### src/rtl/gray_mon_pkg.sv
// Shared types and constants for the Gray-code counter monitor.
package gray_mon_pkg;

  localparam int CODE_W = 3;

  typedef enum logic [1:0] {
    INIT  = 2'd0,
    TRACK = 2'd1,
    FAULT = 2'd2
  } state_t;

endpackage

### src/rtl/gray_monitor_gray2bin.sv
// Purely combinational Gray-to-binary decoder: each binary bit is the XOR of
// all Gray bits at or above its position.
module gray2bin
  import gray_mon_pkg::*;
(
  input  logic [CODE_W-1:0] i_gray,
  output logic [CODE_W-1:0] o_bin
);

  genvar gi;
  generate
    for (gi = 0; gi < CODE_W; gi++) begin : g_bit
      assign o_bin[gi] = ^i_gray[CODE_W-1:gi];
    end
  endgenerate

endmodule

### src/rtl/gray_monitor.sv
// In-system checker for the 3-bit Gray counter: decodes, tracks laps, latches faults.
// Optional macro GRAY_MON_BACKWARD_EN makes single backward steps legal (Back pulse, lap decrement).
module gray_monitor
  import gray_mon_pkg::*;
#(
  parameter int LAP_W = 8
) (
  input  logic              Clk,
  input  logic              Reset,
  input  logic [CODE_W-1:0] Gray,
  input  logic              Ovf,
  output logic [CODE_W-1:0] Bin,
  output logic [LAP_W-1:0]  Laps,
  output logic              Step,
  output logic              Back,
  output logic              Err
);

  state_t              r_state, w_state_next;
  logic [CODE_W-1:0]   r_bin, w_bin_next;
  logic [LAP_W-1:0]    r_laps, w_laps_next;
  logic                r_step, w_step_next;
  logic                r_back, w_back_next;
  logic                r_ovf, w_ovf_next;

  logic [CODE_W-1:0]   w_d;
  logic [CODE_W-1:0]   w_inc;
  logic                w_fwd;
  logic                w_wrap;

  gray2bin u_dec (
    .i_gray (Gray),
    .o_bin  (w_d)
  );

  assign w_inc  = r_bin + CODE_W'(1);
  assign w_fwd  = (w_d == w_inc);
  assign w_wrap = (r_bin == '1) && (w_d == '0);

`ifdef GRAY_MON_BACKWARD_EN
  logic [CODE_W-1:0]   w_dec;
  logic                w_bwd;
  logic                w_unwrap;
  assign w_dec    = r_bin - CODE_W'(1);
  assign w_bwd    = (w_d == w_dec);
  assign w_unwrap = (r_bin == '0) && (w_d == '1);
`endif

  always_ff @(posedge Clk) begin
    if (Reset) begin
      r_state <= INIT;
      r_bin   <= '0;
      r_laps  <= '0;
      r_step  <= 1'b0;
      r_back  <= 1'b0;
      r_ovf   <= 1'b0;
    end else begin
      r_state <= w_state_next;
      r_bin   <= w_bin_next;
      r_laps  <= w_laps_next;
      r_step  <= w_step_next;
      r_back  <= w_back_next;
      r_ovf   <= w_ovf_next;
    end
  end

  // Violation checks run in strict priority order; any fault leaves Bin/Laps untouched.
  always_comb begin
    w_state_next = r_state;
    w_bin_next   = r_bin;
    w_laps_next  = r_laps;
    w_step_next  = 1'b0;
    w_back_next  = 1'b0;
    w_ovf_next   = r_ovf;
    case (r_state)
      INIT: begin
        w_bin_next   = w_d;
        w_ovf_next   = Ovf;
        w_state_next = TRACK;
      end
      TRACK: begin
        w_ovf_next = Ovf;
        if (Ovf && !r_ovf && !w_wrap) begin
          w_state_next = FAULT;
        end else if (w_d == r_bin) begin
          w_bin_next = r_bin;
        end else if (w_fwd) begin
          if (w_wrap && !Ovf) begin
            w_state_next = FAULT;
          end else begin
            w_bin_next  = w_d;
            w_step_next = 1'b1;
            if (w_wrap && (r_laps != '1)) w_laps_next = r_laps + LAP_W'(1);
          end
        end
`ifdef GRAY_MON_BACKWARD_EN
        else if (w_bwd) begin
          if (w_unwrap && (r_laps == '0)) begin
            w_state_next = FAULT;
          end else begin
            w_bin_next  = w_d;
            w_back_next = 1'b1;
            if (w_unwrap) w_laps_next = r_laps - LAP_W'(1);
          end
        end
`endif
        else begin
          w_state_next = FAULT;
        end
      end
      FAULT: begin
        w_state_next = FAULT;
      end
      default: begin
        w_state_next = INIT;
      end
    endcase
  end

  assign Bin  = r_bin;
  assign Laps = r_laps;
  assign Step = r_step;
  assign Back = r_back;
  assign Err  = (r_state == FAULT);

endmodule

### config.mk
export PLATFORM = sky130hd
export DESIGN_NAME = gray_monitor
export DESIGN_NICKNAME = d
export VERILOG_FILES = /design/src/rtl/gray_mon_pkg.sv /design/src/rtl/gray_monitor_gray2bin.sv /design/src/rtl/gray_monitor.sv
export SDC_FILE = /design/constraint.sdc
export NUM_CORES = 1
export LEC_CHECK = 0
export BUFFER_PORTS_ARGS = -buffer_cell sky130_fd_sc_hd__buf_2
export CAP_MARGIN = 20
export CORE_MARGIN = 5
export CORE_UTILIZATION = 55
export DETAILED_ROUTE_END_ITERATION = 16
export PLACE_DENSITY = 0.81
export SLEW_MARGIN = 15
export SYNTH_ARGS = -nofsm -noshare
export SYNTH_HDL_FRONTEND = slang
export SYNTH_SLANG_ARGS = --single-unit
### constraint.sdc
create_clock -name Clk -period 3.9 [get_ports Clk]
set_input_delay 1.17 -clock Clk [delete_from_list [all_inputs] [get_ports Clk]]
set_output_delay 1.17 -clock Clk [all_outputs]
set_load 0.1 [all_outputs]
==> PnR_summary.wiki <==
{| class="wikitable"
! Metric !! Value
|-
| Largest fanout on the critical path || 13
|-
| Gates resized, CTS repair || 0
|-
| Most used standard cell by instance count after synthesis || sky130_fd_sc_hd__dfxtp_1
|-
| Count of nets left with antenna violations after detail routing || 0
|-
| Post-synthesis cell area || roughly 890 sq um
|-
| CTS Hold Bufs || 0
|-
| Share of the clock period used by the worst path || between 70% and 80%
|-
| Sw Pwr || roughly 0.32 mW
|-
| Non-Filler Cell Area, Final || 995 sq um
|-
| Start point of the critical path || Gray[2]
|-
| Finish-stage setup viols || 0
|-
| Count of buffers added by post-CTS timing repair for setup || 0
|-
| DRT iter0 DRCs || 22
|-
| Flip-flop and latch count after synthesis || 15
|-
| # DRC || 0
|-
| Internal power || about 0.31 mW
|-
| Maximum cell stage delay along the critical path || between 400 and 500 ps
|-
| Fraction of the yosys area taken by sequential cells || 33.7%
|-
| Kind of critical path || in -> reg
|-
| Largest net degree at the start of global routing || 19
|-
| Category of the worst setup path capture point || register
|-
| Series of cell instances along the critical path || buf_2 -> xor2_2 -> xnor2_1 -> o2111ai_1 -> nor3_1 -> mux2_2
|-
| Weighted congestion at the end of routability-driven global placement || about 0.83
|-
| Synth-to-layout area growth || 11.5%
|-
| Number of I/O pins || 20
|-
| Min Tclk post-route || 2850 ps
|-
| Area of the core region || around 0.0015 sq mm
|-
| Worst path required time || about 4000 ps
|-
| Number of warnings reported in the yosys synthesis log || 0
|-
| Source of the worst register-to-register timing path || Bin[0]$_SDFFE_PP0P_
|-
| Yosys top cell by area || sky130_fd_sc_hd__dfxtp_1
|-
| Share of total power in sequential cells || between 30% and 40%
|-
| Main synth FF type || sky130_fd_sc_hd__dfxtp_1
|-
| Via count of the first global-routing pass || 709
|-
| Instance area at placement || a little under 0.001 sq mm
|-
| Initial antenna violation count || 0
|-
| Net count reported at finish || approximately 130
|-
| Fin Setup TNS || 0 ps
|-
| Detail Placement HPWL || ~1400 um
|-
| Pwr Density || between 600 and 700 mW/mm^2
|-
| Port buffer count || 18
|-
| Number of sinks on the clock net || 15
|-
| Total vias in the final route || slightly below 800
|-
| Largest cells by area after synthesis || sky130_fd_sc_hd__dfxtp_1 34%, sky130_fd_sc_hd__ha_1 8.4%, sky130_fd_sc_hd__a21oi_1 3.9%, sky130_fd_sc_hd__xnor2_1 3.9%, sky130_fd_sc_hd__or3_1 3.5%
|-
| Number of enable-type register cells in the synthesized netlist || 0
|-
| Kind of launch point of the worst setup path || primary input
|-
| Total count of max-transition violations in the final report || 0
|-
| CTS H-tree lvls || 1
|-
| Clock tree from TritonCTS || done
|-
| Global-route congestion overflow total || 0
|-
| Number of antenna diodes || 0
|-
| Number of detailed-routing iterations run before antenna repair || 4
|-
| Count of endpoints failing hold in the final timing report || 0
|-
| Combinational Power Share || a little over half
|-
| Longest Clk Path Bufs || 2
|-
| Area share of the largest cell type after synthesis || 33.7%
|-
| Drt via density || 5.81
|-
| Reported max-cap violation count || 0
|-
| Later-pin clock latency in the skew report || approximately 280 ps
|-
| Highest-delay cell along the critical path || sky130_fd_sc_hd__o2111ai_1
|-
| Register-to-register setup slack || between 1000 and 1500 ps
|-
| Switching share of total power || about half
|-
| Post-synth net total || between 100 and 150
|-
| Die X || between 50 and 60 um
|-
| Data arrival time at the worst-slack endpoint || about 3000 ps
|-
| Share of flip-flops with an asynchronous set or reset after synthesis || 0%
|-
| Total clock buffers created by CTS || 3
|-
| Post-synthesis instance total || a little over 100
|-
| Total Routed Length || 1850 um
|-
| RSZ-0062 raised after global routing || no
|-
| Setup skew after layout || 6.16 ps
|-
| Area of the die || around 0.0025 sq mm
|-
| Die H || a little over 50 um
|-
| Peak Freq || ~350 MHz
|-
| Rows || 14
|-
| Worst Hold Class || reg -> reg
|-
| Share of layout cells above drive strength 1 || 20.2%
|-
| Mean cell area of the mapped netlist || around 9 sq um
|-
| Commonest cells in the synthesized netlist || 15 x sky130_fd_sc_hd__dfxtp_1, 7 x sky130_fd_sc_hd__a21oi_1, 6 x sky130_fd_sc_hd__ha_1, 6 x sky130_fd_sc_hd__nand2_1, 6 x sky130_fd_sc_hd__o21ai_0
|-
| Clock network fraction of total power || between 10% and 20%
|-
| Actual slew at the worst max-slew pin || about 900 ps
|-
| Worst min-delay path startpoint || r_ovf$_SDFFE_PP0P_
|-
| Run status || completed
|-
| Clock-pin slew on the worst setup and hold paths || 90 ps
|-
| Leak Pwr || about 0.46 nW
|-
| Total routing usage reported by global routing || approximately 15%
|-
| Netlist cell types || 34
|-
| Initial core utilization || between 50% and 60%
|-
| Average wire per cell in the routed design || 13.7 um
|-
| Global-route wire length before repair || approximately 3100 um
|-
| Slew Limit Headroom || between 40% and 50%
|-
| Peak VDD IR || approximately 0.36 mV
|-
| Clk root buf || sky130_fd_sc_hd__clkbuf_4
|}
-- through the flow --
| stage | std cells | power (mW) | util, % | hold slack [ps] | setup slack, ps |
|---|---|---|---|---|---|
| after floorplan | 102 | 0.485 | - | 432 | 1100 |
| after global placement | 131 | 0.527 | 63.5 | 441 | 851 |
| after detailed placement | 131 | 0.537 | 63.5 | 450 | 763 |
| after CTS | 135 | 0.626 | 65.3 | 463 | 1070 |
| after global routing | 135 | 0.668 | 65.3 | 505 | 921 |
| final | 135 | 0.627 | 65.3 | 460 | 1050 |
-- routing by layer --
layer  GRT usage [%]  wire, um  up-vias  part of all wire [%]
met5               0         0        -                     0
met4            5.24        16        0                  0.87
met1            20.5       907      370                    49
met3            4.73       113        2                   6.1
met2            22.8       811       21                    44
li1                -         -      392                     -
-- worst paths after layout --
kind	to	cells after the start
setup reg to reg	Laps[6]$_SDFFE_PP0P_	7
setup / recovery	Laps[6]$_SDFFE_PP0P_	6
hold reg to reg	r_ovf$_SDFFE_PP0P_	2
hold / removal	r_ovf$_SDFFE_PP0P_	2
-- flip-flops by register name (all words and copies together) (netlist names) --
signal   flops
Step         1
r_ovf        1
Laps         8
r_state      2
Bin          3
-- critical path, delay by kind of cell --
| kind | cells | cell delay (ps) |
|---|---|---|
| AOI/OAI and AO/OA | 1 | 480 |
| xor gates and xnor gates | 2 | 480 |
| buffers and inverters | 1 | 150 |
| muxes | 1 | 370 |
| and+or+nand+nor | 1 | 370 |
-- placed cells by master, fill, tap and decap left out, types with 2 or more instances in the layout --
master / synthesis / final
sky130_fd_sc_hd__o31ai_1: 2 / 2
sky130_fd_sc_hd__dfxtp_1: 15 / 15
sky130_fd_sc_hd__or3_1: 5 / 5
sky130_fd_sc_hd__nand4_1: 2 / 2
sky130_fd_sc_hd__mux2i_1: 3 / 3
sky130_fd_sc_hd__nor2_1: 5 / 5
sky130_fd_sc_hd__nand2b_1: 2 / 2
sky130_fd_sc_hd__xnor2_1: 4 / 4
sky130_fd_sc_hd__nor2b_1: 4 / 4
sky130_fd_sc_hd__xor2_1: 3 / 3
sky130_fd_sc_hd__o21ai_0: 6 / 6
sky130_fd_sc_hd__o211a_1: 2 / 2
sky130_fd_sc_hd__a21oi_1: 7 / 7
sky130_fd_sc_hd__nor3_1: 3 / 3
sky130_fd_sc_hd__or4b_1: 2 / 2
sky130_fd_sc_hd__buf_2: 0 / 18
sky130_fd_sc_hd__ha_1: 6 / 6
sky130_fd_sc_hd__inv_1: 5 / 5
sky130_fd_sc_hd__clkbuf_4: 0 / 3
sky130_fd_sc_hd__nand3_1: 3 / 3
sky130_fd_sc_hd__nand2_1: 6 / 6
-- power groups by stage --
stage	combinational, mW	sequential (mW)	clock [mW]
global route	0.359	0.210	0.0992
CTS	0.330	0.205	0.0906
detailed placement	0.329	0.208	0
finish	0.331	0.206	0.0896
global placement	0.321	0.206	0
floorplan	0.184	0.301	0
-- final cells by class --
| type | count | area, sq um |
|---|---|---|
| sequential | 15 | 300 |
| tap | 16 | 20.0 |
| multi-input combinational | 77 | 539 |
| inverter | 5 | 18.8 |
| fill | 127 | 529 |
| clock buffer | 4 | 26.3 |
| timing repair buffer | 18 | 90.1 |
-- logic make-up after synthesis --
logic type	Yosys count	synth area share (%)
DFF	15	33.7
other	1	0.420
AOI/OAI and AO/OA	19	13.2
buffers and inverters	10	5.89
xor gates and xnor gates	8	8.70
adders and majority gates	6	8.41
muxes	4	4.63
and+or+nand+nor	39	25.1
(Power assumes the default switching activity.)
